[src/rtl/serial_add_pkg.sv]
// Shared definitions for the byte-serial add/subtract sequencer.
package serial_add_pkg;

    localparam int SLICE_W = 8;

    typedef enum logic [1:0] {
        ST_IDLE = 2'd0,
        ST_RUN  = 2'd1,
        ST_DONE = 2'd2
    } state_t;

endpackage

[src/rtl/serial_add_cla8.sv]
// 8-bit carry-lookahead slice with group generate/propagate and signed overflow.
module serial_add_cla8 import serial_add_pkg::*; (
    input  logic [SLICE_W-1:0] a,
    input  logic [SLICE_W-1:0] b,
    input  logic               cin,
    output logic [SLICE_W-1:0] s,
    output logic               g,
    output logic               p,
    output logic               cout,
    output logic               ovf
);

    logic [SLICE_W-1:0] gen;
    logic [SLICE_W-1:0] prop;
    logic [SLICE_W:0]   c;

    always_comb begin
        gen  = a & b;
        prop = a ^ b;
        c    = '0;
        c[0] = cin;
        for (int i = 0; i < SLICE_W; i++) begin
            c[i+1] = gen[i] | (prop[i] & c[i]);
        end
        s = prop ^ c[SLICE_W-1:0];

        // Group terms are independent of cin so the caller can form the next carry itself.
        g = gen[0];
        for (int i = 1; i < SLICE_W; i++) begin
            g = gen[i] | (prop[i] & g);
        end
        p    = &prop;
        cout = c[SLICE_W];
        ovf  = c[SLICE_W] ^ c[SLICE_W-1];
    end

endmodule

[src/rtl/serial_add_ctrl.sv]
// Byte-serial add/subtract sequencer time-sharing one CLA8 slice, LSB first.
// Optional SERIAL_ADD_EARLY_DONE_EN: finish early when the remaining bytes and carry are zero.
//
//   state   | meaning
//   --------+-----------------------------------------------------------
//   ST_IDLE | waiting for ctrl_start; latches operands on accept
//   ST_RUN  | one byte per cycle through the slice, idx = byte index
//   ST_DONE | one-cycle completion; raises data_ready on the next edge
module serial_add_ctrl import serial_add_pkg::*; #(
    parameter  int NUM_SLICES = 4,
    localparam int W          = SLICE_W * NUM_SLICES
) (
    input  logic         clock,
    input  logic         reset,
    input  logic         ctrl_start,
    input  logic         ctrl_sub,
    input  logic [W-1:0] operand_A,
    input  logic [W-1:0] operand_B,
    output logic [W-1:0] result,
    output logic         carry_out,
    output logic         overflow,
    output logic         busy,
    output logic         data_ready
);

    localparam int IDX_W = (NUM_SLICES > 1) ? $clog2(NUM_SLICES) : 1;
    localparam logic [IDX_W-1:0] IDX_LAST = IDX_W'(NUM_SLICES - 1);

    state_t             state_q, state_d;
    logic [W-1:0]       areg_q, areg_d;
    logic [W-1:0]       breg_q, breg_d;
    logic [W-1:0]       result_q, result_d;
    logic [IDX_W-1:0]   idx_q, idx_d;
    logic               carry_q, carry_d;
    logic               carry_out_q, carry_out_d;
    logic               overflow_q, overflow_d;
    logic               busy_q, busy_d;
    logic               data_ready_q, data_ready_d;

    logic [SLICE_W-1:0] a_byte, b_byte, s_byte;
    logic               slice_g, slice_p, slice_cout, slice_ovf;
    logic               early_done;

    assign a_byte = areg_q[int'(idx_q)*SLICE_W +: SLICE_W];
    assign b_byte = breg_q[int'(idx_q)*SLICE_W +: SLICE_W];

    serial_add_cla8 u_cla8 (
        .a    (a_byte),
        .b    (b_byte),
        .cin  (carry_q),
        .s    (s_byte),
        .g    (slice_g),
        .p    (slice_p),
        .cout (slice_cout),
        .ovf  (slice_ovf)
    );

`ifdef SERIAL_ADD_EARLY_DONE_EN
    always_comb begin
        early_done = ~carry_q;
        for (int i = 0; i < NUM_SLICES; i++) begin
            if (i >= int'(idx_q)) begin
                if ((areg_q[i*SLICE_W +: SLICE_W] != '0) || (breg_q[i*SLICE_W +: SLICE_W] != '0)) begin
                    early_done = 1'b0;
                end
            end
        end
    end
`else
    assign early_done = 1'b0;
`endif

    always_comb begin
        state_d      = state_q;
        areg_d       = areg_q;
        breg_d       = breg_q;
        result_d     = result_q;
        idx_d        = idx_q;
        carry_d      = carry_q;
        carry_out_d  = carry_out_q;
        overflow_d   = overflow_q;
        busy_d       = 1'b0;
        data_ready_d = 1'b0;

        case (state_q)
            ST_IDLE: begin
                if (ctrl_start) begin
                    areg_d   = operand_A;
                    breg_d   = operand_B ^ {W{ctrl_sub}};
                    carry_d  = ctrl_sub;
                    idx_d    = '0;
                    result_d = '0;
                    busy_d   = 1'b1;
                    state_d  = ST_RUN;
                end
            end
            ST_RUN: begin
                busy_d = 1'b1;
                if (early_done) begin
                    for (int i = 0; i < NUM_SLICES; i++) begin
                        if (i >= int'(idx_q)) begin
                            result_d[i*SLICE_W +: SLICE_W] = '0;
                        end
                    end
                    carry_out_d = 1'b0;
                    overflow_d  = 1'b0;
                    state_d     = ST_DONE;
                end else begin
                    result_d[int'(idx_q)*SLICE_W +: SLICE_W] = s_byte;
                    carry_d = slice_g | (slice_p & carry_q);
                    if (idx_q == IDX_LAST) begin
                        carry_out_d = slice_cout;
                        overflow_d  = slice_ovf;
                        state_d     = ST_DONE;
                    end else begin
                        idx_d = idx_q + 1'b1;
                    end
                end
            end
            ST_DONE: begin
                busy_d       = 1'b1;
                data_ready_d = 1'b1;
                state_d      = ST_IDLE;
            end
            default: begin
                state_d = ST_IDLE;
            end
        endcase
    end

    always_ff @(posedge clock) begin
        if (reset) begin
            state_q      <= ST_IDLE;
            areg_q       <= '0;
            breg_q       <= '0;
            result_q     <= '0;
            idx_q        <= '0;
            carry_q      <= 1'b0;
            carry_out_q  <= 1'b0;
            overflow_q   <= 1'b0;
            busy_q       <= 1'b0;
            data_ready_q <= 1'b0;
        end else begin
            state_q      <= state_d;
            areg_q       <= areg_d;
            breg_q       <= breg_d;
            result_q     <= result_d;
            idx_q        <= idx_d;
            carry_q      <= carry_d;
            carry_out_q  <= carry_out_d;
            overflow_q   <= overflow_d;
            busy_q       <= busy_d;
            data_ready_q <= data_ready_d;
        end
    end

    assign result     = result_q;
    assign carry_out  = carry_out_q;
    assign overflow   = overflow_q;
    assign busy       = busy_q;
    assign data_ready = data_ready_q;

endmodule

[config.mk]
export PLATFORM = sky130hd
export DESIGN_NAME = serial_add_ctrl
export DESIGN_NICKNAME = d
export VERILOG_FILES = /design/src/rtl/serial_add_pkg.sv /design/src/rtl/serial_add_cla8.sv /design/src/rtl/serial_add_ctrl.sv
export SDC_FILE = /design/constraint.sdc
export NUM_CORES = 1
export LEC_CHECK = 0
export ABC_AREA = 1
export BUFFER_PORTS_ARGS = -buffer_cell sky130_fd_sc_hd__buf_2
export CAP_MARGIN = 20
export CORE_MARGIN = 2
export CORE_UTILIZATION = 56
export CTS_CLUSTER_DIAMETER = 40
export DETAILED_ROUTE_END_ITERATION = 7
export PLACE_DENSITY = 0.92
export SKIP_LAST_GASP = 1
export SYNTH_ARGS = -nofsm -noshare
export SYNTH_HDL_FRONTEND = slang
export SYNTH_HIERARCHICAL = 1
export SYNTH_SLANG_ARGS = --single-unit
[constraint.sdc]
create_clock -name clock -period 5.53 [get_ports clock]
set_input_delay 0 -clock clock [delete_from_list [all_inputs] [get_ports clock]]
set_output_delay 0 -clock clock [all_outputs]
set_load 0.005 [all_outputs]
==> flow_summary_export.csv <==
group,metric,value,unit
hold_path,hp-start,"ctrl_start",
critical_path,critPathLaunch,"idx_q[0]",
final_layout,nets,993,
detailed_routing,wl_per_cell,14.5,um
clock_tree,cts_buffers,9,
sta,hold_viol,0,
synthesis,syn-mean-instance-area,7.11,sq um
synthesis,synth_top_cell_by_area,"dfxtp_1",
clock_tree,cts-root-buf,"clkbuf_8",
placed_design,place_area,5880,sq um
sta,setup_violations,0,
floorplan,die_y,102,um
clock_tree,cts.sinks,105,
placed_design,dp_cells,951,
sta,fmax,208,MHz
detailed_routing,vias_per_cell,5.29,
sta,fin_skew,15.0,ps
sta,setup_slack,727,ps
floorplan,row_count,35,
floorplan,initial_core_util,57.9,%
detailed_routing,drt_iter0_markers,526,
synthesis,synthCells,755,
placed_design,dp_hpwl,8800,um
detailed_routing,wirelength,15000,um
job,cap_violations,0,
clock_tree,cts_tree,"built",
grt,grt_max_degree,102,
critical_path,cp_max_fo,45,
grt,grt_pass1_vias,5215,
detailed_routing,route.vias.total,5467,
sta,relSlewSlack,37.9,%
critical_path,worstSetupPathType,"flip-flop to flip-flop",
floorplan,core,9280,sq um
detailed_routing,ant_nets,0,
detailed_routing,drc,1,
critical_path,start_kind,"flip-flop",
synthesis,netlist_top_cells_area,"dfxtp_1, nor2_1, o21ai_0",
final_layout,layout_common_cells,"nor2_1, dfxtp_1, buf_2",
clock_tree,path_clk_slew,100,ps
sta,rsz0062_at_grt,"no",
critical_path,required,5840,ps
critical_path,arrival,5120,ps
placed_design,place.gp.congestion,0.963,
placed_design,port-buffer-count,103,
synthesis,synth_area,5370,sq um
synthesis,yosysWarnings,6,
floorplan,die_area,10400,sq um
final_layout,drive_gt1_share,15.6,%
sta,finalCritPeriodShare,86.9,%
status,violations,"design-rule violations",
power_and_ir_drop,p_leak,3.11,nW
grt,grt.overflow.total,0,
final_layout,area_growth,25.0,%
synthesis,syn_nets,850,
hold_path,hold_class,"input port to flip-flop",
sta,slew_viol_final,0,
grt,grtUsageTotal,28.6,%
sta,tns,0,ps
synthesis,ys_types,24,
synthesis,synth_top_area_share,39.1,%
power_and_ir_drop,powerDensity,310,nW/um^2
clock_tree,htree_num_levels,3,
sta,period_needed,4800,ps
placed_design,place_ws,880,ps
sta,worstMarginPinSlew,931,ps
final_layout,layout_commonest_cell,"nor2_1",
critical_path,worstSetupEndpointType,"flip-flop",
floorplan,ios,104,
detailed_routing,first_pass_iters,8,
power_and_ir_drop,peakVddDrop,0.167,mV
final_layout,final_cell_area,6720,sq um
status,outcome,"finished with violations",
final_layout,finalNonFillerCells,1034,
clock_tree,cts_setup_buffers,0,
clock_tree,cts_buffer_depth,2,
synthesis,synth_seq_cells,105,
grt,antenna_found_initial,2,
floorplan,die_w,102,um
grt,grt_pass1_wl,23300,um
critical_path,regToRegStartpoint,"idx_q[0]",
synthesis,yosysSeqAreaShare,39.1,%
clock_tree,clkLatencyLatePin,380,ps
[final timing paths]
check	depth (start not counted)	slack, ps	end
max reg2reg	19	730	result[31]
max	19	730	result[31]
min	5	9	state_q[1]
min reg2reg	2	490	result[0]
[cell families (layout without fill, tap and decap cells)]
| logic type | count (synthesis) | count (layout) | synth area share, % |
|---|---|---|---|
| xor gates and xnor gates | 33 | 33 | 5.38 |
| and+or+nand+nor | 332 | 332 | 25.0 |
| other | 0 | 2 | 0 |
| buffers and inverters | 103 | 251 | 8.20 |
| AOI/OAI and AO/OA | 155 | 155 | 14.9 |
| adders and majority gates | 27 | 27 | 7.41 |
| DFF | 105 | 105 | 39.1 |
[stage by stage]
step           utilization, %  hold slack (ps)  power, W
2_1_floorplan               -             69.1   0.00140
3_3_place_gp             63.4              252   0.00157
3_5_place_dp             63.4              248   0.00159
4_1_cts                  72.3             6.07   0.00205
5_1_grt                  72.3             44.3   0.00220
6_report                 72.3             8.84   0.00208
[final cells by class]
class | count | area (sq um)
antenna | 2 | 5.00
clock buffer | 10 | 128
timing repair buffer | 174 | 1210
sequential | 105 | 2100
inverter | 61 | 229
multi-input combinational | 547 | 2830
tap | 129 | 161
fill | 716 | 2570
clock inverter | 6 | 51.3
[cell usage after synthesis]
cell type / number
nand3_1: 16
nor4_2: 1
dfxtp_1: 105
inv_2: 2
buf_2: 16
ha_1: 19
nand2_4: 4
nor2_1: 203
o22ai_1: 16
nand4_1: 2
nand2_2: 2
nand2_1: 98
o21ai_0: 102
buf_1: 3
inv_1: 59
xnor2_1: 33
a21oi_2: 1
fa_1: 8
a21oi_1: 36
nor2_2: 2
or2_4: 3
nor2_4: 1
buf_8: 3
clkbuf_1: 20
[metal layers]
layer	wire, um	share of wire, %	track usage [%]
met1	5850	39	33.0
met3	1100	7.4	4.92
met5	0	0	0
met2	7460	50	51.3
met4	552	3.7	13.6
[worst max-delay path: stages (launching register included)]
cell and delay [ps]:
dfxtp_1 320, buf_4 260, o21ai_0 290, o22ai_1 150, inv_1 100, fa_1 170, inv_1 50, fa_1 370
fa_1 420, fa_1 410, fa_1 390, fa_1 400, fa_1 420, inv_1 90, fa_1 410, inv_1 110
nand3_1 110, nor2_1 130, nor2_1 50, nor2_1 90
[report_power, final]
group          switching (W)  internal [W]  leakage [nW]
logic               0.000444      0.000280          2.16
clock network       0.000277      0.000169        0.0810
registers          0.0000569      0.000855         0.868
total               0.000778       0.00130          3.11
[state kept, by name (all words and copies together), names as in the netlist, 2 cells and up]
register	count
areg_q	32
breg_q	32
idx_q	2
state_q	2
result	32
[what timing repair did]
item,4_1_cts,5_1_grt
gates resized for setup,0,0
hold buffers,65,0
endpoints found under the hold margin,68,0
(Power assumes the default switching activity.)
